### config.mk
export PLATFORM = sky130hd
export DESIGN_NAME = ctrl_pipe_flat
export DESIGN_NICKNAME = d
export VERILOG_FILES = /design/src/rtl/ctrl_pkg.sv /design/src/rtl/ctrl_pipe_if.sv /design/src/rtl/ctrl_decode.sv /design/src/rtl/ctrl_pipe.sv /design/src/flat_wrapper.sv
export SDC_FILE = /design/constraint.sdc
export NUM_CORES = 1
export LEC_CHECK = 0
export ABC_AREA = 1
export CAP_MARGIN = 40
export CORE_UTILIZATION = 43
export DETAILED_ROUTE_END_ITERATION = 10
export PLACE_DENSITY = 0.76
export SYNTH_ARGS = -nofsm -noshare
export SYNTH_HDL_FRONTEND = slang
export SYNTH_SLANG_ARGS = --single-unit
### constraint.sdc
create_clock -name clk -period 3.47 [get_ports clk]
set_input_delay 1.041 -clock clk [delete_from_list [all_inputs] [get_ports clk]]
set_output_delay 1.041 -clock clk [all_outputs]
set_load 0.01 [all_outputs]
### src/rtl/ctrl_pkg.sv
// Shared opcodes, ALU encodings and per-stage control bundles for the control pipeline.
package ctrl_pkg;

  localparam logic [7:0] OP_ADD   = 8'h8A;
  localparam logic [7:0] OP_SUBCC = 8'h86;
  localparam logic [7:0] OP_LDUB  = 8'hC4;
  localparam logic [7:0] OP_STB   = 8'hCA;
  localparam logic [7:0] OP_BNE   = 8'h12;
  localparam logic [7:0] OP_SETHI = 8'h0B;
  localparam logic [7:0] OP_CALL  = 8'h40;
  localparam logic [7:0] OP_JMPL  = 8'h81;
  localparam logic [7:0] OP_NOP   = 8'h00;

  localparam logic [3:0] ALU_ADD  = 4'd0;
  localparam logic [3:0] ALU_SUB  = 4'd1;
  localparam logic [3:0] ALU_PASS = 4'd5;

  // EX bundle also carries the MEM/WB controls that ride along behind it.
  typedef struct packed {
    logic        valid;
    logic [3:0]  alu_op;
    logic        alu_src;
    logic        branch;
    logic        call;
    logic        jmpl;
    logic        link;
    logic        mem_read;
    logic        mem_write;
    logic        reg_write;
    logic        mem_to_reg;
    logic [31:0] imm;
    logic [4:0]  rs1;
    logic [4:0]  rs2;
    logic [4:0]  rd;
  } ex_ctrl_t;

  typedef struct packed {
    logic       valid;
    logic       mem_read;
    logic       mem_write;
    logic       reg_write;
    logic       mem_to_reg;
    logic [4:0] rd;
  } mem_ctrl_t;

  typedef struct packed {
    logic       valid;
    logic       reg_write;
    logic       mem_to_reg;
    logic [4:0] rd;
  } wb_ctrl_t;

endpackage

### src/rtl/ctrl_pipe_if.sv
// Fetch/datapath-facing signal bundle of the control pipeline.
interface ctrl_pipe_if #(
  parameter int unsigned CNT_W = 16
);
  logic             id_valid;
  logic [31:0]      instr;
  logic             stall_ext;
  logic             br_taken_EX;
  logic             id_ready;
  logic             redirect;
  logic             ex_valid;
  logic [3:0]       ex_alu_op;
  logic             ex_alu_src;
  logic             ex_branch;
  logic             ex_call;
  logic             ex_jmpl;
  logic             ex_link;
  logic [31:0]      ex_imm;
  logic [4:0]       ex_rs1;
  logic [4:0]       ex_rs2;
  logic [4:0]       ex_rd;
  logic             mem_valid;
  logic             mem_read;
  logic             mem_write;
  logic [4:0]       mem_rd;
  logic             wb_valid;
  logic             wb_reg_write;
  logic             wb_mem_to_reg;
  logic [4:0]       wb_rd;
  logic [CNT_W-1:0] retire_cnt;
  logic [CNT_W-1:0] unk_cnt;

  // Fetch/datapath side.
  modport master (
    output id_valid, instr, stall_ext, br_taken_EX,
    input  id_ready, redirect,
    input  ex_valid, ex_alu_op, ex_alu_src, ex_branch, ex_call, ex_jmpl, ex_link,
    input  ex_imm, ex_rs1, ex_rs2, ex_rd,
    input  mem_valid, mem_read, mem_write, mem_rd,
    input  wb_valid, wb_reg_write, wb_mem_to_reg, wb_rd,
    input  retire_cnt, unk_cnt
  );

  // Control pipeline side.
  modport slave (
    input  id_valid, instr, stall_ext, br_taken_EX,
    output id_ready, redirect,
    output ex_valid, ex_alu_op, ex_alu_src, ex_branch, ex_call, ex_jmpl, ex_link,
    output ex_imm, ex_rs1, ex_rs2, ex_rd,
    output mem_valid, mem_read, mem_write, mem_rd,
    output wb_valid, wb_reg_write, wb_mem_to_reg, wb_rd,
    output retire_cnt, unk_cnt
  );
endinterface

### src/rtl/ctrl_decode.sv
// Combinational opcode-to-control-bundle decoder for the ID stage.
module ctrl_decode
  import ctrl_pkg::*;
#(
  parameter int unsigned IMM_W    = 16,
  parameter int unsigned LINK_REG = 15
) (
  input  logic [31:0] instr,
  output ex_ctrl_t    ctrl,
  output logic        unknown,
  output logic        uses_rs2
);

  // Decode op = instr[31:24]; unrecognised opcodes behave as nop and are flagged.
  always_comb begin
    ctrl     = '0;
    unknown  = 1'b0;
    uses_rs2 = 1'b0;
    ctrl.imm = {{(32 - IMM_W){instr[IMM_W-1]}}, instr[IMM_W-1:0]};
    ctrl.rs1 = instr[23:19];
    ctrl.rs2 = instr[18:14];
    ctrl.rd  = instr[4:0];
    case (instr[31:24])
      OP_ADD: begin
        ctrl.alu_op    = ALU_ADD;
        ctrl.reg_write = 1'b1;
        uses_rs2       = 1'b1;
      end
      OP_SUBCC: begin
        ctrl.alu_op    = ALU_SUB;
        ctrl.alu_src   = 1'b1;
        ctrl.reg_write = 1'b1;
      end
      OP_LDUB: begin
        ctrl.alu_op     = ALU_ADD;
        ctrl.alu_src    = 1'b1;
        ctrl.mem_read   = 1'b1;
        ctrl.reg_write  = 1'b1;
        ctrl.mem_to_reg = 1'b1;
      end
      OP_STB: begin
        ctrl.alu_op    = ALU_ADD;
        ctrl.alu_src   = 1'b1;
        ctrl.mem_write = 1'b1;
      end
      OP_BNE: begin
        ctrl.branch = 1'b1;
      end
      OP_SETHI: begin
        ctrl.alu_op    = ALU_PASS;
        ctrl.alu_src   = 1'b1;
        ctrl.reg_write = 1'b1;
      end
      OP_CALL: begin
        ctrl.call      = 1'b1;
        ctrl.link      = 1'b1;
        ctrl.reg_write = 1'b1;
        ctrl.rd        = 5'(LINK_REG);
      end
      OP_JMPL: begin
        ctrl.jmpl      = 1'b1;
        ctrl.link      = 1'b1;
        ctrl.reg_write = 1'b1;
      end
      OP_NOP: begin
      end
      default: begin
        unknown = 1'b1;
      end
    endcase
  end

endmodule

### src/rtl/ctrl_pipe.sv
// Pipelined control path: ID decode, EX/MEM/WB control registers, load-use
// bubbles, redirects with optional delay-slot squash, and retire/unknown counters.
module ctrl_pipe
  import ctrl_pkg::*;
#(
  parameter int unsigned IMM_W      = 16,
  parameter int unsigned DELAY_SLOT = 1,
  parameter int unsigned LINK_REG   = 15,
  parameter int unsigned CNT_W      = 16
) (
  input  logic         clk,
  input  logic         reset,
  ctrl_pipe_if.slave   bus
);

  localparam logic [CNT_W-1:0] CntOne = {{(CNT_W - 1){1'b0}}, 1'b1};

  ex_ctrl_t         dec_ctrl;
  logic             dec_unknown;
  logic             dec_uses_rs2;
  ex_ctrl_t         ex_q, ex_d;
  mem_ctrl_t        mem_q, mem_d;
  wb_ctrl_t         wb_q, wb_d;
  logic [CNT_W-1:0] retire_q, retire_d;
  logic [CNT_W-1:0] unk_q, unk_d;
  logic             hazard;
  logic             redirect;
  logic             accept;
  logic             squash;

  ctrl_decode #(
    .IMM_W    (IMM_W),
    .LINK_REG (LINK_REG)
  ) u_decode (
    .instr    (bus.instr),
    .ctrl     (dec_ctrl),
    .unknown  (dec_unknown),
    .uses_rs2 (dec_uses_rs2)
  );

  // Hazard, redirect and ID handshake; stall_ext overrides everything.
  always_comb begin
    hazard = bus.id_valid && ex_q.valid && ex_q.mem_read && (ex_q.rd != 5'd0) &&
             ((ex_q.rd == dec_ctrl.rs1) || (dec_uses_rs2 && (ex_q.rd == dec_ctrl.rs2)));
    redirect = !bus.stall_ext && ex_q.valid &&
               ((ex_q.branch && bus.br_taken_EX) || ex_q.call || ex_q.jmpl);
    accept = bus.id_valid && !bus.stall_ext && !hazard;
    // Without a delay slot the instruction following the redirect is dropped.
    squash = redirect && (DELAY_SLOT == 0);
  end

  // Next-state for stage registers and saturating counters.
  always_comb begin
    ex_d     = ex_q;
    mem_d    = mem_q;
    wb_d     = wb_q;
    retire_d = retire_q;
    unk_d    = unk_q;
    if (!bus.stall_ext) begin
      mem_d.valid      = ex_q.valid;
      mem_d.mem_read   = ex_q.mem_read;
      mem_d.mem_write  = ex_q.mem_write;
      mem_d.reg_write  = ex_q.reg_write;
      mem_d.mem_to_reg = ex_q.mem_to_reg;
      mem_d.rd         = ex_q.rd;
      wb_d.valid       = mem_q.valid;
      wb_d.reg_write   = mem_q.reg_write;
      wb_d.mem_to_reg  = mem_q.mem_to_reg;
      wb_d.rd          = mem_q.rd;
      ex_d             = '0;
      if (accept && !squash) begin
        ex_d       = dec_ctrl;
        ex_d.valid = 1'b1;
        if (dec_unknown && (unk_q != '1)) begin
          unk_d = unk_q + CntOne;
        end
      end
      if (wb_q.valid && (retire_q != '1)) begin
        retire_d = retire_q + CntOne;
      end
    end
  end

  // Stage and counter registers, cleared asynchronously.
  always_ff @(posedge clk or posedge reset) begin
    if (reset) begin
      ex_q     <= '0;
      mem_q    <= '0;
      wb_q     <= '0;
      retire_q <= '0;
      unk_q    <= '0;
    end else begin
      ex_q     <= ex_d;
      mem_q    <= mem_d;
      wb_q     <= wb_d;
      retire_q <= retire_d;
      unk_q    <= unk_d;
    end
  end

  assign bus.id_ready      = !bus.stall_ext && !hazard;
  assign bus.redirect      = redirect;
  assign bus.ex_valid      = ex_q.valid;
  assign bus.ex_alu_op     = ex_q.alu_op;
  assign bus.ex_alu_src    = ex_q.alu_src;
  assign bus.ex_branch     = ex_q.branch;
  assign bus.ex_call       = ex_q.call;
  assign bus.ex_jmpl       = ex_q.jmpl;
  assign bus.ex_link       = ex_q.link;
  assign bus.ex_imm        = ex_q.imm;
  assign bus.ex_rs1        = ex_q.rs1;
  assign bus.ex_rs2        = ex_q.rs2;
  assign bus.ex_rd         = ex_q.rd;
  assign bus.mem_valid     = mem_q.valid;
  assign bus.mem_read      = mem_q.mem_read;
  assign bus.mem_write     = mem_q.mem_write;
  assign bus.mem_rd        = mem_q.rd;
  assign bus.wb_valid      = wb_q.valid;
  assign bus.wb_reg_write  = wb_q.reg_write;
  assign bus.wb_mem_to_reg = wb_q.mem_to_reg;
  assign bus.wb_rd         = wb_q.rd;
  assign bus.retire_cnt    = retire_q;
  assign bus.unk_cnt       = unk_q;

endmodule

### src/flat_wrapper.sv
// flat-port wrapper written by rule: the top's interface ports become plain ports
module ctrl_pipe_flat import ctrl_pkg::*;
#(
  parameter int unsigned IMM_W      = 16,
  parameter int unsigned DELAY_SLOT = 1,
  parameter int unsigned LINK_REG   = 15,
  parameter int unsigned CNT_W      = 16
)
  (clk, reset, bus_id_valid, bus_instr, bus_stall_ext, bus_br_taken_EX, bus_id_ready, bus_redirect, bus_ex_valid, bus_ex_alu_op, bus_ex_alu_src, bus_ex_branch, bus_ex_call, bus_ex_jmpl, bus_ex_link, bus_ex_imm, bus_ex_rs1, bus_ex_rs2, bus_ex_rd, bus_mem_valid, bus_mem_read, bus_mem_write, bus_mem_rd, bus_wb_valid, bus_wb_reg_write, bus_wb_mem_to_reg, bus_wb_rd, bus_retire_cnt, bus_unk_cnt);
  ctrl_pipe_if #(.CNT_W(CNT_W)) bus_i ();
  input  logic clk;
  input  logic reset;
  input wire logic [$bits(bus_i.id_valid)-1:0] bus_id_valid;
  input wire logic [$bits(bus_i.instr)-1:0] bus_instr;
  input wire logic [$bits(bus_i.stall_ext)-1:0] bus_stall_ext;
  input wire logic [$bits(bus_i.br_taken_EX)-1:0] bus_br_taken_EX;
  output wire logic [$bits(bus_i.id_ready)-1:0] bus_id_ready;
  output wire logic [$bits(bus_i.redirect)-1:0] bus_redirect;
  output wire logic [$bits(bus_i.ex_valid)-1:0] bus_ex_valid;
  output wire logic [$bits(bus_i.ex_alu_op)-1:0] bus_ex_alu_op;
  output wire logic [$bits(bus_i.ex_alu_src)-1:0] bus_ex_alu_src;
  output wire logic [$bits(bus_i.ex_branch)-1:0] bus_ex_branch;
  output wire logic [$bits(bus_i.ex_call)-1:0] bus_ex_call;
  output wire logic [$bits(bus_i.ex_jmpl)-1:0] bus_ex_jmpl;
  output wire logic [$bits(bus_i.ex_link)-1:0] bus_ex_link;
  output wire logic [$bits(bus_i.ex_imm)-1:0] bus_ex_imm;
  output wire logic [$bits(bus_i.ex_rs1)-1:0] bus_ex_rs1;
  output wire logic [$bits(bus_i.ex_rs2)-1:0] bus_ex_rs2;
  output wire logic [$bits(bus_i.ex_rd)-1:0] bus_ex_rd;
  output wire logic [$bits(bus_i.mem_valid)-1:0] bus_mem_valid;
  output wire logic [$bits(bus_i.mem_read)-1:0] bus_mem_read;
  output wire logic [$bits(bus_i.mem_write)-1:0] bus_mem_write;
  output wire logic [$bits(bus_i.mem_rd)-1:0] bus_mem_rd;
  output wire logic [$bits(bus_i.wb_valid)-1:0] bus_wb_valid;
  output wire logic [$bits(bus_i.wb_reg_write)-1:0] bus_wb_reg_write;
  output wire logic [$bits(bus_i.wb_mem_to_reg)-1:0] bus_wb_mem_to_reg;
  output wire logic [$bits(bus_i.wb_rd)-1:0] bus_wb_rd;
  output wire logic [$bits(bus_i.retire_cnt)-1:0] bus_retire_cnt;
  output wire logic [$bits(bus_i.unk_cnt)-1:0] bus_unk_cnt;
  assign bus_i.id_valid = bus_id_valid;
  assign bus_i.instr = bus_instr;
  assign bus_i.stall_ext = bus_stall_ext;
  assign bus_i.br_taken_EX = bus_br_taken_EX;
  assign bus_id_ready = bus_i.id_ready;
  assign bus_redirect = bus_i.redirect;
  assign bus_ex_valid = bus_i.ex_valid;
  assign bus_ex_alu_op = bus_i.ex_alu_op;
  assign bus_ex_alu_src = bus_i.ex_alu_src;
  assign bus_ex_branch = bus_i.ex_branch;
  assign bus_ex_call = bus_i.ex_call;
  assign bus_ex_jmpl = bus_i.ex_jmpl;
  assign bus_ex_link = bus_i.ex_link;
  assign bus_ex_imm = bus_i.ex_imm;
  assign bus_ex_rs1 = bus_i.ex_rs1;
  assign bus_ex_rs2 = bus_i.ex_rs2;
  assign bus_ex_rd = bus_i.ex_rd;
  assign bus_mem_valid = bus_i.mem_valid;
  assign bus_mem_read = bus_i.mem_read;
  assign bus_mem_write = bus_i.mem_write;
  assign bus_mem_rd = bus_i.mem_rd;
  assign bus_wb_valid = bus_i.wb_valid;
  assign bus_wb_reg_write = bus_i.wb_reg_write;
  assign bus_wb_mem_to_reg = bus_i.wb_mem_to_reg;
  assign bus_wb_rd = bus_i.wb_rd;
  assign bus_retire_cnt = bus_i.retire_cnt;
  assign bus_unk_cnt = bus_i.unk_cnt;
  ctrl_pipe #(.IMM_W(IMM_W), .DELAY_SLOT(DELAY_SLOT), .LINK_REG(LINK_REG), .CNT_W(CNT_W)) u_core (.clk(clk), .reset(reset), .bus(bus_i));
endmodule
==> results of run 1 <==
==> routing by layer <==
| metal | track usage (%) | routed length (um) | vias up |
|---|---|---|---|
| li1 | - | - | 2082 |
| met1 | 27.59 | 5159 | 2004 |
| met2 | 35.98 | 5830 | 150 |
| met3 | 3.142 | 677 | 13 |
| met4 | 7.810 | 161 | 0 |
| met5 | 0 | 0 | - |
==> power by group through the flow <==
stage | clock (uW) | combinational (uW) | sequential [uW]
floorplan | 0 | 324 | 1280
detailed placement | 0 | 627 | 1280
finish | 1050 | 621 | 1260
global route | 1120 | 688 | 1270
CTS | 1080 | 630 | 1260
global placement | 0 | 611 | 1270
==> worst max-delay path: cells and delay by family <==
family,cells,cell delay [ns]
buffers and inverters,3,0.71
AOI/OAI and AO/OA,1,0.15
and+or+nand+nor,6,0.40
==> final timing paths <==
path                                              startpoint  slack, ns                                   end  cells past startpoint
setup / recovery                               bus_instr[24]       0.11                          bus_id_ready                     10
hold / removal              u_core.bus.ex_imm[2]$_DFFE_PP0N_       0.48      u_core.bus.ex_imm[2]$_DFFE_PP0N_                      2
setup reg to reg           u_core.bus.unk_cnt[0]$_DFFE_PP0P_       1.42    u_core.bus.unk_cnt[10]$_DFFE_PP0P_                     11
hold reg to reg             u_core.bus.ex_imm[2]$_DFFE_PP0N_       0.48      u_core.bus.ex_imm[2]$_DFFE_PP0N_                      2
max in group asynchronous                              reset       1.96    u_core.bus.unk_cnt[10]$_DFFE_PP0P_                      3
min in group asynchronous                              reset       1.08  u_core.bus.retire_cnt[9]$_DFFE_PP0P_                      3
==> logic make-up (layout without fill, tap and decap cells) <==
logic type | count (synthesis) | after routing | synth area share [%]
adders and majority gates | 2 | 2 | 0.5048
other | 1 | 2 | 0.07567
buffers and inverters | 122 | 221 | 14.47
xor gates and xnor gates | 28 | 28 | 4.948
and+or+nand+nor | 344 | 344 | 31.51
DFF | 89 | 89 | 44.94
AOI/OAI and AO/OA | 34 | 34 | 3.560
==> metrics by stage <==
stage          power, uW  util, %  cell area [um^2]
3_5_place_dp        1902    55.82              6157
5_1_grt             3078    58.78              6484
4_1_cts             2962    58.77              6482
2_1_floorplan       1602        -              4960
3_3_place_gp        1876    55.82              6157
6_report            2928    58.78              6484
==> repair_timing <==
| item | CTS | global route |
|---|---|---|
| pin swaps | 1 | 0 |
| gates cloned | 0 | 0 |
| gates resized for setup | 6 | 3 |
| endpoints found under the hold margin | 0 | 0 |
| endpoints found under the setup margin | 1 | 1 |
==> cells in the final DEF, fill, tap and decap left out, drive strengths merged, types with 17 or more instances in the layout <==
master         synthesis  routed
nand4                 22      22
nand3                 37      37
nor2                  46      46
clkdlybuf4s50          0     136
dfrtp                 89      89
o21ai                 25      25
nand2                227     227
buf                   69      21
xor2                  17      17
inv                   45      44
==> cell type report <==
class	instances	share of cell area (%)
clock buffer	12	3.802
tap	140	2.702
sequential	89	34.35
multi-input combinational	410	31.34
clock inverter	4	1.177
timing repair buffer	160	24.01
inverter	45	2.624
==> flow_summary.yaml, run 1 <==
outcome:
  status: "complete, no violations"
clocking:
  ctsHoldBuffers: 0
  cts_tree: "built"
  clk_latency_ns: 0.34
  root_buffer: "clkbuf_16"
  cts_buffers: 9
  path_clk_slew_ns: 0.06
  postCtsSetupBuffers: 0
  htreeDepth: 3
  cts_buffer_depth: 2
  cts.sinks: 89
timing:
  relSlewSlack_pct: 64.42
  setup_violations: 0
  finalWorstSetupSlack_ns: 0.1087
  fin_crit_sh_pct: 96.87
  min_period_ns: 3.361
  fin_skew_ns: 0.007184
  holdWs_ns: 0.4802
  tightest_slew_ns: 0.5336
  slew_violations: 0
  finalHoldViolations: 0
  rsz0062_at_grt: "no"
  tns_ns: 0
  max_freq_ghz: 0.2975
routing:
  dr_total_vias: 4249
  drtIter0Drc: 230
  drtPass1Iterations: 5
  drc: 0
  wl_mm: 11.83
  post_drt_via_cell_ratio: 4.941
  antenna_left: 0
  wl_per_cell_um: 13.75
yosys:
  synth_most_common_cell: "nand2_1"
  netlist.area_leader.share_pct: 44.94
  synthCells: 620
  synthFlopType: "dfrtp_1"
  syn_area_um2: 4956
  synthTopCellsByCount: "nand2_1 (200), dfrtp_1 (89), buf_4 (58)"
  yosysTopAreaCell: "dfrtp_1"
  syn_area_per_cell_um2: 7.994
  ys_ff_latch: 89
  ys_warn_count: 0
  synth_cell_types: 28
  synth_area_leaders: "dfrtp_1 (45%), nand2_1 (15%), buf_4 (8.8%)"
  synth_edf_count: 0
  ys_seq_area_share_pct: 44.94
  synthArstFlopShare_pct: 100.0
floorplan:
  core_area_um2: 11030
  io_pins: 144
  die_w_um: 109.4
  start_util_pct: 44.93
  fp-row-count: 38
  dieArea_um2: 11960
  die_h_um: 109.4
layout:
  multiInputGateArea_um2: 2032
  final_layout_size_suffix_gt1_share_pct: 11.11
  diodes: 0
  regArea_um2: 2227
  fin_nets: 754
  finalNonFillerCells: 860
  fillers: 1005
  area_growth_pct: 30.83
worst_setup_path:
  crit_chain: "clkdlybuf4s50_1 -> inv_2 -> nand2_2 -> nor2_4 -> nand2_2 -> nor2_1 -> nand2_1 -> nand2_2 -> a21oi_2 -> buf_2"
  cp_data_arrival_time_ns: 2.32
  slowest_delay_ns: 0.51
  required_ns: 2.43
  crit_path_top_delay_cell: "clkdlybuf4s50_1"
  critPathKind: "input pin to output pin"
  endpoint_kind: "output pin"
  worstPathMaxFanout: 3
  startpoint_type: "input pin"
  cpMostUsedCell: "nand2_2"
global_route:
  grt_overflow: 0
  grt_pass1_wl_mm: 19.53
  antenna_found_initial: 0
  grt_pass1_vias: 4115
  grt_max_degree: 90
  track_usage_pct: 21.25
pwr:
  power_leakage_uw: 0.003113
  pwr-share-comb_pct: 21.2
  p_clk_share_pct: 35.8
  power_density_nw_per_um2: 451.6
  p_seq_share_pct: 43.0
  swShare_pct: 27.52
  switchingPower_uw: 805.8
  ir_drop_v: 0.0002851
  internal_power_uw: 2122
placed_design:
  pre_cts_ws_ns: -0.3494
  place_congestion: 0.8737
  dpl.cell_count: 844
  port_buffers: 141
  hpwlAfterDp_mm: 8.645
worst_hold_path:
  hp-class: "register to register"
run:
  cap_viol_max_count: 0
Power figures use the tool's default switching activity.
==> run 2: changes to the inputs <==
--- a/config.mk
+++ b/config.mk
@@ -10,6 +10,7 @@
 export CORE_UTILIZATION = 43
 export DETAILED_ROUTE_END_ITERATION = 10
 export PLACE_DENSITY = 0.76
+export SLEW_MARGIN = 25
 export SYNTH_ARGS = -nofsm -noshare
 export SYNTH_HDL_FRONTEND = slang
 export SYNTH_SLANG_ARGS = --single-unit
==> results of run 2 <==
Final layout, timing and power as in run 1 (identical DEF).
